==> src/rtl/apb_reg_arbiter_if.sv <==
// APB-style register bus shared between the arbiter (master) and the register slave.
// Widths follow the arbiter's ADDRW/DATAW.
interface apb_reg_arbiter_if #(
  parameter int ADDRW = 32,
  parameter int DATAW = 32
);
  logic             sel;
  logic             enable;
  logic             write;
  logic [ADDRW-1:0] addr;
  logic [DATAW-1:0] wdata;
  logic [DATAW-1:0] rdata;

  modport master (output sel, enable, write, addr, wdata, input rdata);
  modport slave  (input sel, enable, write, addr, wdata, output rdata);
endinterface

==> src/rtl/apb_reg_arbiter.sv <==
// Two-requester round-robin master for a single APB-style register slave.
// Illegal addresses complete locally with err and never reach the bus.
module apb_reg_arbiter #(
  parameter int ADDRW    = 32,
  parameter int DATAW    = 32,
  parameter int NUM_REGS = 10
) (
  input  logic             clk,
  input  logic             rst_n,
  input  logic             req0,
  input  logic             we0,
  input  logic [ADDRW-1:0] addr0,
  input  logic [DATAW-1:0] wdata0,
  output logic             done0,
  output logic             err0,
  output logic [DATAW-1:0] rdata0,
  input  logic             req1,
  input  logic             we1,
  input  logic [ADDRW-1:0] addr1,
  input  logic [DATAW-1:0] wdata1,
  output logic             done1,
  output logic             err1,
  output logic [DATAW-1:0] rdata1,
  apb_reg_arbiter_if.master bus,
  output logic             busy,
  output logic             gnt_id
);

  typedef enum logic [2:0] {
    ST_IDLE    = 3'd0,
    ST_SETUP   = 3'd1,
    ST_ACCESS  = 3'd2,
    ST_CAPTURE = 3'd3,
    ST_DONE    = 3'd4
  } state_t;

  localparam logic [ADDRW-1:0] MAX_ADDR = ADDRW'(4 * (NUM_REGS - 1));

  function automatic logic addr_legal(input logic [ADDRW-1:0] a);
    return (a[1:0] == 2'b00) && (a <= MAX_ADDR);
  endfunction

  state_t           state_r, next_s;
  logic             grant_s, win_s, cur_gnt_s, legal_s;
  logic             win_we_s;
  logic [ADDRW-1:0] win_addr_s;
  logic [DATAW-1:0] win_wdata_s;

  logic             sel_r, enable_r, write_r, busy_r, gnt_id_r;
  logic [ADDRW-1:0] addr_r;
  logic [DATAW-1:0] wdata_r, rdata0_r, rdata1_r;
  logic             done0_r, done1_r, err0_r, err1_r;

  // Round-robin pick: on a tie the requester not granted last time wins.
  always_comb begin
    grant_s = 1'b0;
    win_s   = gnt_id_r;
    if (req0 && req1) begin
      grant_s = 1'b1;
      win_s   = ~gnt_id_r;
    end else if (req0) begin
      grant_s = 1'b1;
      win_s   = 1'b0;
    end else if (req1) begin
      grant_s = 1'b1;
      win_s   = 1'b1;
    end else begin
      grant_s = 1'b0;
      win_s   = gnt_id_r;
    end
  end

  assign win_we_s    = win_s ? we1 : we0;
  assign win_addr_s  = win_s ? addr1 : addr0;
  assign win_wdata_s = win_s ? wdata1 : wdata0;
  assign legal_s     = addr_legal(win_addr_s);
  assign cur_gnt_s   = (state_r == ST_IDLE) ? win_s : gnt_id_r;

  // State register.
  always_ff @(posedge clk or negedge rst_n) begin
    if (!rst_n) begin
      state_r <= ST_IDLE;
    end else begin
      state_r <= next_s;
    end
  end

  // Next-state logic; an illegal address skips straight to DONE.
  always_comb begin
    next_s = state_r;
    case (state_r)
      ST_IDLE: begin
        if (grant_s) begin
          next_s = legal_s ? ST_SETUP : ST_DONE;
        end else begin
          next_s = ST_IDLE;
        end
      end
      ST_SETUP:   next_s = ST_ACCESS;
      ST_ACCESS:  next_s = write_r ? ST_DONE : ST_CAPTURE;
      ST_CAPTURE: next_s = ST_DONE;
      ST_DONE:    next_s = ST_IDLE;
      default:    next_s = ST_IDLE;
    endcase
  end

  // Outputs are registered from next_s so they line up with the state they describe.
  always_ff @(posedge clk or negedge rst_n) begin
    if (!rst_n) begin
      sel_r    <= 1'b0;
      enable_r <= 1'b0;
      write_r  <= 1'b0;
      addr_r   <= {ADDRW{1'b0}};
      wdata_r  <= {DATAW{1'b0}};
      busy_r   <= 1'b0;
      gnt_id_r <= 1'b1;
      done0_r  <= 1'b0;
      done1_r  <= 1'b0;
      err0_r   <= 1'b0;
      err1_r   <= 1'b0;
      rdata0_r <= {DATAW{1'b0}};
      rdata1_r <= {DATAW{1'b0}};
    end else begin
      sel_r    <= (next_s == ST_SETUP) || (next_s == ST_ACCESS);
      enable_r <= (next_s == ST_ACCESS);
      busy_r   <= (next_s != ST_IDLE);
      done0_r  <= (next_s == ST_DONE) && !cur_gnt_s;
      done1_r  <= (next_s == ST_DONE) && cur_gnt_s;
      // DONE is reached directly from IDLE only for a rejected address.
      err0_r   <= (next_s == ST_DONE) && !cur_gnt_s && (state_r == ST_IDLE);
      err1_r   <= (next_s == ST_DONE) && cur_gnt_s && (state_r == ST_IDLE);
      if ((state_r == ST_IDLE) && grant_s) begin
        gnt_id_r <= win_s;
        if (legal_s) begin
          write_r <= win_we_s;
          addr_r  <= win_addr_s;
          wdata_r <= win_wdata_s;
        end else if (win_s) begin
          rdata1_r <= {DATAW{1'b0}};
        end else begin
          rdata0_r <= {DATAW{1'b0}};
        end
      end else if (state_r == ST_CAPTURE) begin
        if (gnt_id_r) begin
          rdata1_r <= bus.rdata;
        end else begin
          rdata0_r <= bus.rdata;
        end
      end
    end
  end

  assign bus.sel    = sel_r;
  assign bus.enable = enable_r;
  assign bus.write  = write_r;
  assign bus.addr   = addr_r;
  assign bus.wdata  = wdata_r;
  assign busy       = busy_r;
  assign gnt_id     = gnt_id_r;
  assign done0      = done0_r;
  assign done1      = done1_r;
  assign err0       = err0_r;
  assign err1       = err1_r;
  assign rdata0     = rdata0_r;
  assign rdata1     = rdata1_r;

endmodule

==> src/flat_wrapper.sv <==
// flat-port wrapper written by rule: the top's interface ports become plain ports
module apb_reg_arbiter_flat 
#(
  parameter int ADDRW    = 32,
  parameter int DATAW    = 32,
  parameter int NUM_REGS = 10
)
  (clk, rst_n, req0, we0, addr0, wdata0, done0, err0, rdata0, req1, we1, addr1, wdata1, done1, err1, rdata1, busy, gnt_id, bus_sel, bus_enable, bus_write, bus_addr, bus_wdata, bus_rdata);
  apb_reg_arbiter_if #(.ADDRW(ADDRW), .DATAW(DATAW)) bus_i ();
  input  logic clk;
  input  logic rst_n;
  input  logic req0;
  input  logic we0;
  input  logic [ADDRW-1:0] addr0;
  input  logic [DATAW-1:0] wdata0;
  output logic done0;
  output logic err0;
  output logic [DATAW-1:0] rdata0;
  input  logic req1;
  input  logic we1;
  input  logic [ADDRW-1:0] addr1;
  input  logic [DATAW-1:0] wdata1;
  output logic done1;
  output logic err1;
  output logic [DATAW-1:0] rdata1;
  output logic busy;
  output logic gnt_id;
  output wire logic [$bits(bus_i.sel)-1:0] bus_sel;
  output wire logic [$bits(bus_i.enable)-1:0] bus_enable;
  output wire logic [$bits(bus_i.write)-1:0] bus_write;
  output wire logic [$bits(bus_i.addr)-1:0] bus_addr;
  output wire logic [$bits(bus_i.wdata)-1:0] bus_wdata;
  input wire logic [$bits(bus_i.rdata)-1:0] bus_rdata;
  assign bus_sel = bus_i.sel;
  assign bus_enable = bus_i.enable;
  assign bus_write = bus_i.write;
  assign bus_addr = bus_i.addr;
  assign bus_wdata = bus_i.wdata;
  assign bus_i.rdata = bus_rdata;
  apb_reg_arbiter #(.ADDRW(ADDRW), .DATAW(DATAW), .NUM_REGS(NUM_REGS)) u_core (.clk(clk), .rst_n(rst_n), .req0(req0), .we0(we0), .addr0(addr0), .wdata0(wdata0), .done0(done0), .err0(err0), .rdata0(rdata0), .req1(req1), .we1(we1), .addr1(addr1), .wdata1(wdata1), .done1(done1), .err1(err1), .rdata1(rdata1), .bus(bus_i), .busy(busy), .gnt_id(gnt_id));
endmodule
==> config.mk <==
export PLATFORM = sky130hd
export DESIGN_NAME = apb_reg_arbiter_flat
export DESIGN_NICKNAME = d
export VERILOG_FILES = /design/src/rtl/apb_reg_arbiter_if.sv /design/src/rtl/apb_reg_arbiter.sv /design/src/flat_wrapper.sv
export SDC_FILE = /design/constraint.sdc
export NUM_CORES = 1
export LEC_CHECK = 0
export ABC_AREA = 1
export ABC_CLOCK_PERIOD_IN_PS = 2200
export CORE_ASPECT_RATIO = 0.75
export CORE_MARGIN = 5
export CORE_UTILIZATION = 38
export DETAILED_ROUTE_END_ITERATION = 16
export PLACE_DENSITY = 0.75
export SYNTH_ARGS = -nofsm -noshare
export SYNTH_HDL_FRONTEND = slang
export SYNTH_SLANG_ARGS = --single-unit
==> constraint.sdc <==
create_clock -name clk -period 2.2 [get_ports clk]
set_input_delay 0.44 -clock clk [delete_from_list [all_inputs] [get_ports clk]]
set_output_delay 0.44 -clock clk [all_outputs]
set_load 0.1 [all_outputs]
### Word-level counts from Yosys, hierarchy flattened

Cells that the tools add are included.
W data, S select, Z words.

* input bits: 166
* register bits: 140
* word-level logic and storage cells: 67
* output and inout port bits: 137

* reductions and logical operators: 17
* bitwise operators: 1
* mux-type cells: 24
* equality and inequality tests: 10
* order comparisons: 1

Operators with widths (count)
* $mux W32: 12
* $le A32 B6 Y1 const B: 1
* $pmux W3 S4: 1
* $eq A3 B2 Y1 const B: 3
* $mux W3: 3
* $mux W1: 8
* $reduce_and A4 Y1: 2
* $logic_and A1 B1 Y1: 7
* $eq A3 B1 Y1 const B: 2
* $ne A2 B2 Y1 const B: 3
* $reduce_bool A2 Y1: 2
* $eq A3 B3 Y1 const B: 1
* $logic_not A3 Y1: 1
* $reduce_bool A3 Y1: 1
* $logic_not A2 Y1: 1
* $ne A2 B1 Y1 const B: 1
* $reduce_and A2 Y1: 1
* $logic_not A1 Y1: 1
* $logic_or A1 B1 Y1: 1
* $not A1 Y1: 1

### Depth between registers and ports, before layout

Gate-level depths: netlist of run 1.

* word-level depth: 12
* depth in mapped cells: 16
* mapped depth without buffers: 14

### Least setup slack after synthesis of run 1

OpenSTA, ideal clock, no wires.

* path type: flip-flop to flip-flop
* from: register u_core.gnt_id_r, in the netlist u_core.gnt_id
* to: register u_core.wdata_r[0], in the netlist u_core.bus.wdata[0]
* buffers on the path: 4
* stages on the path, launching flop included: 16
* path slack: -0.334 ns
* setup time: 0.120 ns
* period minus slack after synthesis: 2.534 ns
* data arrival time: 2.414 ns
* path through: dfstp_2 -> inv_2 -> nand2_4 -> nand2_4 -> buf_2 -> o21ai_1 -> nand2_1 -> nor2_1 -> nand2_1 -> nor2_1 -> nand3_1 -> buf_4 -> buf_6 -> buf_2 -> nand2_1 -> nand2_1

* longest elaborated chain between the ends: 7
* elaborated cells between the ends (all ways): 10

RTL lines
* start, declared: RTL line apb_reg_arbiter.sv:49 `logic sel_r, enable_r, write_r, busy_r, gnt_id_r;`
* start signal, assigned: RTL line apb_reg_arbiter.sv:133 `gnt_id_r <= win_s;`
* $mux W1: RTL line apb_reg_arbiter.sv:64 `end else if (req1) begin`
* $mux W1: RTL line apb_reg_arbiter.sv:61 `end else if (req0) begin`
* $mux W1 (*): RTL line apb_reg_arbiter.sv:58 `if (req0 && req1) begin`
* $mux W32: RTL line apb_reg_arbiter.sv:74 `assign win_addr_s = win_s ? addr1 : addr0;`
* $le A32 B6 Y1 / $logic_not A2 Y1 (equally long branches): RTL line apb_reg_arbiter.sv:40 `return (a[1:0] == 2'b00) && (a <= MAX_ADDR);`
* $logic_and A1 B1 Y1: RTL line apb_reg_arbiter.sv:40
* $reduce_and A2 Y1 (no line)
* end signal, assigned: RTL line apb_reg_arbiter.sv:114 `wdata_r <= {DATAW{1'b0}};`
* end signal, assigned: RTL line apb_reg_arbiter.sv:137 `wdata_r <= win_wdata_s;`
* end, declared: RTL line apb_reg_arbiter.sv:51 `logic [DATAW-1:0] wdata_r, rdata0_r, rdata1_r;`

Mark *: on every way between the ends. The rest lies on a longest branch, timed or not.
A chain may end at the register's enable or synchronous reset.

### Worst setup path in the final report of run 1

* from: register u_core.gnt_id_r, in the netlist u_core.gnt_id
* to: register u_core.rdata0_r[8], in the netlist u_core.rdata0[8]

* longest elaborated chain between the ends: 8
* elaborated cells between the ends (all ways): 12

RTL lines
* $mux W1: RTL line apb_reg_arbiter.sv:64
* $mux W1: RTL line apb_reg_arbiter.sv:61
* $mux W1: RTL line apb_reg_arbiter.sv:58
* $mux W32: RTL line apb_reg_arbiter.sv:74
* $le A32 B6 Y1 / $logic_not A2 Y1 (equally long branches): RTL line apb_reg_arbiter.sv:40
* $logic_and A1 B1 Y1: RTL line apb_reg_arbiter.sv:40
* $ne A2 B2 Y1 (no line)
* $reduce_and A4 Y1 (no line) (*)
* end signal, assigned: RTL line apb_reg_arbiter.sv:121 `rdata0_r <= {DATAW{1'b0}};`
* end signal, assigned: RTL line apb_reg_arbiter.sv:141 `rdata0_r <= {DATAW{1'b0}};`
* end signal, assigned: RTL line apb_reg_arbiter.sv:147 `rdata0_r <= bus.rdata;`
* end, declared: RTL line apb_reg_arbiter.sv:51

Marked as above.

==> reports/metrics.csv, run 1 <==
stage;metric;value;unit
status;status;finished, violations left;
status;violations;negative setup slack;
hold_path;worstHoldPathCells;2;
floorplanning;die_width;163.9;um
setup_path;r2r_start;u_core.gnt_id;
hold_path;hp-class;reg2reg;
setup_path;critPathCaptureType;flip-flop;
setup_path;worst-setup-path-type;reg2reg;
cells_and_area;multiInputGateArea;3266;um^2
cells_and_area;regArea;3508;um^2
place;place_inst;1459;
synth;avgSynthCellArea;7.319;um^2
sta;worst_slew_pin_slew;463.3;ps
synth;syn_nets;1088;
hold_path;min_to;u_core.rdata1[3];
power_and_ir_drop;vdd_drop_max;1.166;mV
setup_path;crit_required;2550;ps
setup_path;cp.arrival;2860;ps
sta;period_share;1.142;
place;port_buffers;302;
grt;grt_antenna_before_repair;0;
cells_and_area;instances_no_fill;1542;
routing;wire_per_inst;16.84;um
setup_path;worst-r2r-setup-slack;-310;ps
synth;yosysSeqAreaShare;0.5194;
power_and_ir_drop;p_per_area;1080;nW/um^2
synth;ys_types;23;
power_and_ir_drop;clkPwrFrac;0.218;
place;dp_hpwl;16320;um
routing;viasPerCell;4.796;
floorplanning;boundaryPins;303;
cells_and_area;antennaDiodeCount;0;
synth;netlist_instances;922;
floorplanning;initial_core_util;0.3844;
cells_and_area;drive_gt1_frac;0.3454;
power_and_ir_drop;power_leakage;0.006924;uW
flow_run;drv_cap;0;
sta;timing.final.ws_setup;-313.0;ps
clock_network;clkTransAtPathRegs;60;ps
cells_and_area;layout.nets;1454;
clock_network;cts_tree;done;
sta;max_freq;397.9;MHz
power_and_ir_drop;p_seq_frac;0.257;
setup_path;start_kind;flip-flop;
floorplanning;rows;42;
place;gp_congestion;0.8418;
sta;finalSetupViolCount;137;
grt;grt_pass1_vias;7194;
grt;grt_first_pass_wirelength;38830;um
routing;routed_wl;25970;um
grt;grt_max_degree;47;
routing;dr.first_iter.drc_count;387;
sta;worst_clock_skew;12.85;ps
power_and_ir_drop;p_int;6602;uW
grt;grt-ovfl-total;0;
sta;slew_violations;0;
floorplanning;die_h;125.4;um
synth;synth_area;6748;um^2
routing;vias;7396;
clock_network;cts-htree-levels;4;
grt;grt_util_all_layers;0.2418;
clock_network;clock_latency;420;ps
sta;slew_headroom;0.6912;
synth;yosys_warnings;0;
sta;period_needed;2513;ps
cells_and_area;fillCellCount;1382;
clock_network;cts_sinks;140;
clock_network;clock_path_buffers;2;
hold_path;min_from;u_core.rdata1[3];
setup_path;worst_r2r_path_depth;17;
sta;hold_slack;472.4;ps
power_and_ir_drop;swShare;0.4986;
power_and_ir_drop;switchingPower;6564;uW
cells_and_area;area_growth;80.60;%
routing;remaining_drc_errors;0;
routing;ant_nets;0;
power_and_ir_drop;power_frac_comb;0.525;
setup_path;path_max_fanout;8;
sta;hold_viol;0;
sta;grt_setup_unrepaired;true;
clock_network;cts-root-buf;clkbuf_16;
setup_path;reg2reg_to;u_core.rdata0[8];
routing;first_pass_iters;5;
floorplanning;core;17550;um^2
floorplanning;die_area;20550;um^2
synth;ys_seq_elements;140;
clock_network;numCtsBuffers;17;
==> cell usage in the layout (no fill, tap or decap), types with 2 or more instances in the layout <==
cell type	instances
inv_6	3
nand2_4	42
o21ai_1	4
nand3_1	6
nor3_1	2
nand4_1	64
nor2_1	9
nand2_2	84
clkdlybuf4s50_1	164
nand2_8	8
nand3_4	2
dfrtp_1	139
inv_2	25
nand3b_1	4
nand3_2	3
clkbuf_8	2
inv_1	93
buf_6	10
o21ai_4	2
nor2_2	9
buf_16	13
nand2_1	363
buf_12	20
clkinv_4	3
o21ai_2	5
bufinv_16	2
clkbuf_16	21
buf_4	184
clkinvlp_4	4
==> sequential cells by signal, summed over array words and instances, names as in the netlist <==
| name | cells |
|---|---|
| u_core.bus.sel | 1 |
| u_core.gnt_id | 1 |
| u_core.bus.enable | 1 |
| u_core.rdata1 | 32 |
| u_core.err0 | 1 |
| u_core.bus.write | 1 |
| u_core.state_r | 3 |
| u_core.busy | 1 |
| u_core.rdata0 | 32 |
| u_core.done1 | 1 |
| u_core.done0 | 1 |
| u_core.bus.wdata | 32 |
| u_core.err1 | 1 |
| u_core.bus.addr | 32 |
==> layer usage <==
layer	GRT usage	part of all wire	vias to the layer above
met3	0.05099	0.077	32
met5	0	0	-
met2	0.3838	0.47	298
li1	-	-	3541
met1	0.3397	0.44	3525
met4	0.06016	0.015	0
==> stage by stage <==
stage	power [uW]	setup TNS, ps	instance area [um^2]	utilization	setup slack (ps)
2_1_floorplan	7822	-13130	6850	-	-140.8
3_3_place_gp	9589	-73480	10020	0.5710	-574.4
3_5_place_dp	9639	-81650	10020	0.5710	-652.3
4_1_cts	13030	-27650	11700	0.6666	-272.9
5_1_grt	13660	-43080	12190	0.6943	-423.8
6_report	13170	-29690	12190	0.6943	-313.0
==> how the worst max path moves through the flow <==
stage                  startpoint                  end  slack, ps  cells after the start
detailed placement           req1    u_core.rdata0[18]       -650                     15
global route        u_core.gnt_id     u_core.rdata0[8]       -420                     17
CTS                 u_core.gnt_id     u_core.rdata0[5]       -270                     18
finish              u_core.gnt_id     u_core.rdata0[8]       -310                     17
floorplan           u_core.gnt_id  u_core.bus.wdata[0]       -140                     15
global placement             req1          u_core.busy       -570                     15
==> power by group through the flow <==
stage / registers (uW) / logic [uW] / clock network [uW]
2_1_floorplan: 6700 / 1120 / 0
3_3_place_gp: 3390 / 6200 / 0
3_5_place_dp: 3370 / 6270 / 0
4_1_cts: 3370 / 6740 / 2920
5_1_grt: 3440 / 7190 / 3020
6_report: 3380 / 6910 / 2870
==> synthesized netlist by cell type <==
cell / number / area share
buf_1: 9 / 0.0050
buf_2: 24 / 0.018
buf_4: 6 / 0.0067
buf_6: 1 / 0.0017
clkbuf_1: 12 / 0.0067
clkinv_1: 1 / 0.00056
dfrtp_1: 139 / 0.52
dfstp_2: 1 / 0.0039
inv_1: 99 / 0.055
inv_2: 22 / 0.012
nand2_1: 489 / 0.27
nand2_2: 3 / 0.0028
nand2_4: 3 / 0.0050
nand3_1: 10 / 0.0074
nand3_2: 1 / 0.0015
nand3b_1: 4 / 0.0045
nand4_1: 64 / 0.059
nor2_1: 19 / 0.011
nor3_1: 2 / 0.0015
o21ai_0: 6 / 0.0045
o21ai_1: 5 / 0.0037
o21ai_2: 1 / 0.0013
or2_2: 1 / 0.00093
==> worst max-delay path, cell delays in order, from the launching register on <==
cell and delay [ps]:
dfstp_4 650, inv_6 50, buf_6 120, nand2_8 60, buf_6 130, nand3_2 90
nand2_2 120, nand2_1 80, nor2_2 110, nand2_2 70, nor2_4 150, nand3_4 120
buf_12 170, nand3_4 120, buf_12 140, buf_16 140, nand2_2 50, nand2_1 70
==> layout make-up <==
type	instances	share of cell area
Timing Repair Buffer	397	0.3312
Sequential cell	140	0.2879
Multi-Input combinational cell	610	0.2680
Inverter	122	0.03953
Clock buffer	19	0.03717
Tap cell	242	0.02485
Clock inverter	12	0.01140
==> logic make-up (layout without fill, tap and decap cells) <==
| logic type | count (synthesis) | in the layout | synth area share |
|---|---|---|---|
| and+or+nand+nor | 596 | 598 | 0.3655 |
| DFF | 140 | 140 | 0.5194 |
| AOI/OAI and AO/OA | 12 | 12 | 0.009457 |
| buffers and inverters | 174 | 550 | 0.1057 |
==> what timing repair did <==
item,CTS,global route
buffers inserted,25,10
gates resized for setup,109,130
endpoints found under the hold margin,42,0
pin swaps,30,52
hold buffers,1,0
endpoints found under the setup margin,137,137
cloned,20,5
Note: power is estimated with default switching activity, not from simulation.
==> inputs of run 2 (changes only) <==
- ABC_CLOCK_PERIOD_IN_PS: 2200 -> 2490
- CORE_UTILIZATION: 38 -> 40
- RECOVER_POWER: unset -> 50
- SETUP_SLACK_MARGIN: unset -> 0.5
- clock period: 2.2 -> 2.49 ns (I/O delays scaled with it)
==> run 2 against run 1 <==
The flow now finishes without violations. Power is 17% lower. Largest cell class is now registers. Routed wire length is 12% lower. Hold slack worse by 100 ps. Highest routed layer unchanged. Register-to-register slack better by 430 ps. Count of clock-buffer cells in the layout is 1 higher.
==> reports/metrics.csv, run 2 (synthesis results as in run 1) <==
stage;metric;value;unit
routing;dr.first_iter.drc_count;392;
routing;remaining_drc_errors;0;
setup_path;path_max_fanout;10;
grt;grt_util_all_layers;0.2205;
setup_path;crit_path_cell_trace;inv_8 -> nand2_8 -> nand2_8 -> buf_12 -> nand2_1 -> nand2_1 -> nand2_1 -> nor2_1 -> nand2_1 -> nor2_1 -> buf_4 -> nand3_4 -> buf_12 -> nand3_4 -> clkbuf_16 -> nand2_1 -> nand2_1;
setup_path;worst-setup-path-type;reg2reg;
floorplanning;die_width;160.0;um
routing;first_pass_iters;5;
clock_network;cts-htree-levels;4;
setup_path;critPathCaptureType;flip-flop;
status;status;finished clean;
floorplanning;boundaryPins;303;
hold_path;hp-class;in2async;
sta;worst_slew_pin_slew;1308;ps
cells_and_area;drive_gt1_frac;0.1820;
place;gp_congestion;0.8333;
routing;ant_nets;0;
grt;grt_max_degree;69;
floorplanning;rows;41;
setup_path;cp_num_cells;17;
cells_and_area;antennaDiodeCount;0;
clock_network;clkTransAtPathRegs;60;ps
cells_and_area;regArea;3508;um^2
clock_network;cts-root-buf;clkbuf_16;
clock_network;cts_tree;done;
routing;vias;6943;
place;dp_hpwl;15930;um
sta;grt_setup_unrepaired;true;
clock_network;clock_latency;420;ps
cells_and_area;design_area;10670;um^2
floorplanning;die_area;19590;um^2
place;port_buffers;302;
routing;wire_per_inst;15.48;um
floorplanning;core;16670;um^2
setup_path;worst_r2r_path_depth;17;
setup_path;cp_slowest_cell;dfstp_4;
cells_and_area;layout_commonest_cell;nand2_1;
cells_and_area;mostFrequentLayoutCells;471 x nand2_1, 162 x clkdlybuf4s50_1, 139 x dfrtp_1, 105 x buf_4, 98 x inv_1;
clock_network;cts_sinks;140;
sta;period_share;0.9517;
routing;viasPerCell;4.694;
grt;grt_antenna_before_repair;0;
power_and_ir_drop;power_leakage;0.006063;uW
power_and_ir_drop;power.total;10910;uW
cells_and_area;final_util;0.6402;
grt;grt_pass1_vias;6514;
cells_and_area;layout.nets;1417;
clock_network;postCtsHoldBufs;0;
setup_path;cp_common_cell;nand2_1;
place;place_inst;1427;
setup_path;cp.arrival;2680;ps
sta;hold_viol;0;
clock_network;clock_path_buffers;2;
setup_path;slowest_delay;700;ps
setup_path;crit_required;2800;ps
grt;grt-ovfl-total;0;
floorplanning;initial_core_util;0.4047;
grt;grt_first_pass_wirelength;34410;um
sta;slew_violations;0;
sta;hold_slack;367.6;ps
flow_run;drv_cap;0;
sta;worst_clock_skew;8.962;ps
setup_path;start_kind;flip-flop;
cells_and_area;fillCellCount;1517;
sta;slew_headroom;0.1278;
setup_path;path_buf_inv;5;
sta;period_needed;2370;ps
cells_and_area;area_growth;58.19;%
clock_network;numCtsBuffers;17;
cells_and_area;instances_no_fill;1479;
sta;max_freq;422.0;MHz
setup_path;crit_family;simple AND/OR/NAND/NOR gates;
cells_and_area;multiInputGateArea;2701;um^2
routing;routed_wl;22900;um
power_and_ir_drop;vdd_drop_max;1.189;mV
place;dpl_cell_area;9940;um^2
floorplanning;die_h;122.5;um
sta;finalSetupViolCount;0;
power_and_ir_drop;p_per_area;1022;nW/um^2
==> run 2: stage by stage <==
| step | setup TNS (ps) | setup WS [ps] |
|---|---|---|
| after floorplan | 0 | 151.0 |
| after global placement | -36060 | -294.0 |
| after detailed placement | -41420 | -365.5 |
| after CTS | 0 | 148.6 |
| after global routing | -71.01 | -17.01 |
| final | 0 | 120.2 |
==> run 2: final timing paths <==
| kind | start | slack (ps) | endpoint |
|---|---|---|---|
| worst min register to register | u_core.bus.addr[22] | 470 | u_core.bus.addr[22] |
| worst min-delay path | rst_n | 370 | u_core.bus.addr[12] |
| worst max-delay path | u_core.gnt_id | 120 | u_core.rdata0[11] |
| max in group asynchronous | rst_n | 540 | u_core.rdata1[19] |
| worst max register to register | u_core.gnt_id | 120 | u_core.rdata0[11] |
| min in group clk | u_core.bus.addr[22] | 470 | u_core.bus.addr[22] |
==> run 2: layer usage <==
metal,up-vias,share of wire,global-route usage
li1,3452,-,-
met1,3221,0.45,0.2978
met2,248,0.47,0.3503
met3,22,0.072,0.06579
met4,0,0.012,0.05911
met5,-,0,0
==> run 2: final cells by class <==
cell class | count | share of cell area
repair buffers | 360 | 0.2964
clock inverters | 12 | 0.01078
inverters | 122 | 0.04396
multi-input cells | 610 | 0.2531
well taps | 215 | 0.02520
clock buffers | 20 | 0.04185
flip-flops and latches | 140 | 0.3287
==> run 2: what timing repair did <==
action,4_1_cts,5_1_grt
pin swaps,1,7
buffers inserted,4,8
cloned,3,5
setup endpoints to repair,137,137
gates resized for setup,16,18
==> run 2: where the power goes <==
| group | internal [uW] | switching [uW] |
|---|---|---|
| Combinational | 1240 | 4300 |
| Sequential | 2690 | 287 |
| Clock | 1410 | 991 |
==> inputs of run 3 (changes only) <==
- CTS_BUF_LIST: unset -> sky130_fd_sc_hd__clkbuf_4 sky130_fd_sc_hd__clkbuf_8
==> run 3 against run 2 <==
Combinational power rose by 2%. Sequential share of layout area rose by 0.15 points. Die area stayed put. Setup slack worse by 33 ps. Count of clock-buffer cells in the layout stayed put. Flip-flop and latch count did not move. Register-to-register slack is essentially flat. Sequential power about the same. Clock skew rose by 2.8 ps. Largest power group unchanged. Highest routed layer unchanged.
==> reports/metrics.csv, run 3 (synthesis results as in run 1) <==
stage;metric;value;unit
power_and_ir_drop;swShare;0.5307;
sta;hold_slack;471.2;ps
sta;hold_viol;0;
cells_and_area;fillCellCount;1505;
floorplanning;die_width;160.0;um
setup_path;path_max_fanout;7;
hold_path;min_to;u_core.bus.addr[22];
routing;vias;7028;
place;place_inst;1427;
routing;wire_per_inst;15.65;um
setup_path;worst-setup-path-type;in2reg;
power_and_ir_drop;p_seq_frac;0.287;
setup_path;slowest_delay;570;ps
power_and_ir_drop;p_per_area;973.1;nW/um^2
clock_network;clock_latency;430;ps
floorplanning;boundaryPins;303;
setup_path;start_kind;input pin;
setup_path;cp_common_cell;nand2_1;
place;gp_congestion;0.8333;
setup_path;cp.arrival;2770;ps
sta;period_needed;2403;ps
sta;finalSetupViolCount;0;
floorplanning;rows;41;
power_and_ir_drop;power.total;10340;uW
floorplanning;core;16670;um^2
setup_path;crit_required;2860;ps
routing;remaining_drc_errors;0;
power_and_ir_drop;vdd_drop_max;1.187;mV
power_and_ir_drop;power_leakage;0.006182;uW
setup_path;worst-r2r-setup-slack;130;ps
setup_path;worst_r2r_path_depth;16;
cells_and_area;antennaDiodeCount;0;
sta;grt_setup_unrepaired;true;
setup_path;crit_path_cell_trace;clkdlybuf4s50_1 -> inv_1 -> nand2_4 -> nand2_8 -> buf_12 -> o21ai_1 -> nand2_1 -> nor2_1 -> nand2_1 -> nor2_1 -> buf_4 -> nand3_4 -> buf_4 -> buf_4 -> nand2_1 -> nor2_1 -> nand2_1;
power_and_ir_drop;p_int;4852;uW
clock_network;cts-root-buf;clkbuf_8;
grt;grt_pass1_vias;6522;
cells_and_area;instances_no_fill;1478;
cells_and_area;design_area;10620;um^2
floorplanning;die_h;122.5;um
grt;grt_first_pass_wirelength;35270;um
setup_path;crit_family;buffers and inverters;
power_and_ir_drop;power_frac_comb;0.545;
cells_and_area;area_growth;57.44;%
routing;first_pass_iters;7;
setup_path;r2r_start;u_core.gnt_id;
routing;dr.first_iter.drc_count;424;
floorplanning;initial_core_util;0.4047;
hold_path;min_from;u_core.bus.addr[22];
cells_and_area;final_util;0.6372;
sta;period_share;0.9650;
grt;grt-ovfl-total;0;
setup_path;cp_slowest_cell;clkdlybuf4s50_1;
clock_network;cts_sinks;140;
hold_path;worstHoldPathCells;2;
grt;grt_max_degree;69;
clock_network;numCtsBuffers;17;
status;status;finished clean;
cells_and_area;mostFrequentLayoutCells;480 x nand2_1, 163 x clkdlybuf4s50_1, 139 x dfrtp_1, 136 x buf_4, 98 x inv_1;
clock_network;cts-htree-levels;4;
flow_run;drv_cap;0;
cells_and_area;layout_commonest_cell;nand2_1;
routing;routed_wl;23130;um
routing;ant_nets;0;
setup_path;critPathCaptureType;flip-flop;
place;port_buffers;302;
clock_network;clkTransAtPathRegs;80;ps
sta;max_freq;416.2;MHz
setup_path;reg2reg_to;u_core.busy;
routing;viasPerCell;4.755;
power_and_ir_drop;clkPwrFrac;0.168;
cells_and_area;drive_gt1_frac;0.2169;
grt;grt_antenna_before_repair;0;
floorplanning;die_area;19590;um^2
clock_network;clock_path_buffers;2;
grt;grt_util_all_layers;0.2264;
power_and_ir_drop;switchingPower;5487;uW
hold_path;hp-class;reg2reg;
sta;worst_slew_pin_slew;1342;ps
sta;slew_violations;0;
sta;worst_clock_skew;11.78;ps
place;dpl_cell_area;9940;um^2
place;dp_hpwl;15930;um
sta;slew_headroom;0.1054;
setup_path;path_buf_inv;6;
cells_and_area;layout.nets;1416;
clock_network;cts_tree;done;
-- run 3: changes by cell type in the layout (fill, tap and decap cells not counted), moves of 2 or more --
| cell | before | now |
|---|---|---|
| clkbuf_8 | 1 | 18 |
| nand2_1 | 471 | 480 |
| clkbuf_2 | 11 | 29 |
| nand2_2 | 18 | 9 |
| clkbuf_4 | 1 | 3 |
| clkbuf_1 | 58 | 3 |
| nor2_2 | 2 | 0 |
| clkbuf_16 | 22 | 3 |
| buf_4 | 105 | 136 |
-- run 3: area by class of cell --
type / instances / area (um^2) / share of cell area
Clock buffer: 20 / 262.8 / 0.02473
Clock inverter: 12 / 115.1 / 0.01084
Inverter: 122 / 464.2 / 0.04369
Sequential cell: 140 / 3508 / 0.3302
Tap cell: 215 / 269.0 / 0.02532
Multi-Input combinational cell: 611 / 2699 / 0.2540
Timing Repair Buffer: 358 / 3306 / 0.3112
-- run 3: timing repair --
action | in CTS | in global routing
hold buffers | 1 | 0
buffers inserted | 4 | 2
gates cloned | 7 | 5
pin swaps | 2 | 2
setup endpoints to repair | 137 | 137
hold endpoints to repair | 7 | 0
resized for setup | 17 | 6
-- run 3: tightest hold or removal path, delay by kind of cell, from the launching register on --
kind | cells | cell delay, ps
buffers and inverters | 1 | 40
AND/OR/NAND/NOR | 1 | 50
flip-flops | 1 | 350
-- run 3: worst max-delay path by stage --
stage,start,endpoint,slack [ps],cells after the start
after floorplan,u_core.gnt_id,u_core.bus.wdata[0],150,15
after global placement,req0,u_core.rdata0[28],-290,13
after detailed placement,req1,u_core.rdata0[17],-370,17
after CTS,u_core.gnt_id,u_core.rdata0[17],140,14
after global routing,u_core.gnt_id,u_core.bus.addr[5],-50,14
final,req0,u_core.busy,90,17
-- run 3: metal layers --
metal / track usage / share of wire
met1: 0.3136 / 0.45
met2: 0.3526 / 0.46
met3: 0.06412 / 0.074
met4: 0.06072 / 0.016
met5: 0 / 0
-- run 3: stage by stage --
stage	setup WS [ps]	setup TNS, ps
floorplan	151.0	0
global placement	-294.0	-36060
detailed placement	-365.5	-41420
CTS	142.9	0
global route	-49.28	-429.2
finish	87.19	0
-- run 3: power groups by stage --
| stage | clock network [uW] | logic (uW) | registers [uW] |
|---|---|---|---|
| after global routing | 1900 | 5890 | 3010 |
| final | 1740 | 5630 | 2970 |
| after detailed placement | 0 | 5490 | 2980 |
| after global placement | 0 | 5420 | 2990 |
| after floorplan | 0 | 1010 | 5920 |
| after CTS | 1780 | 5590 | 2960 |
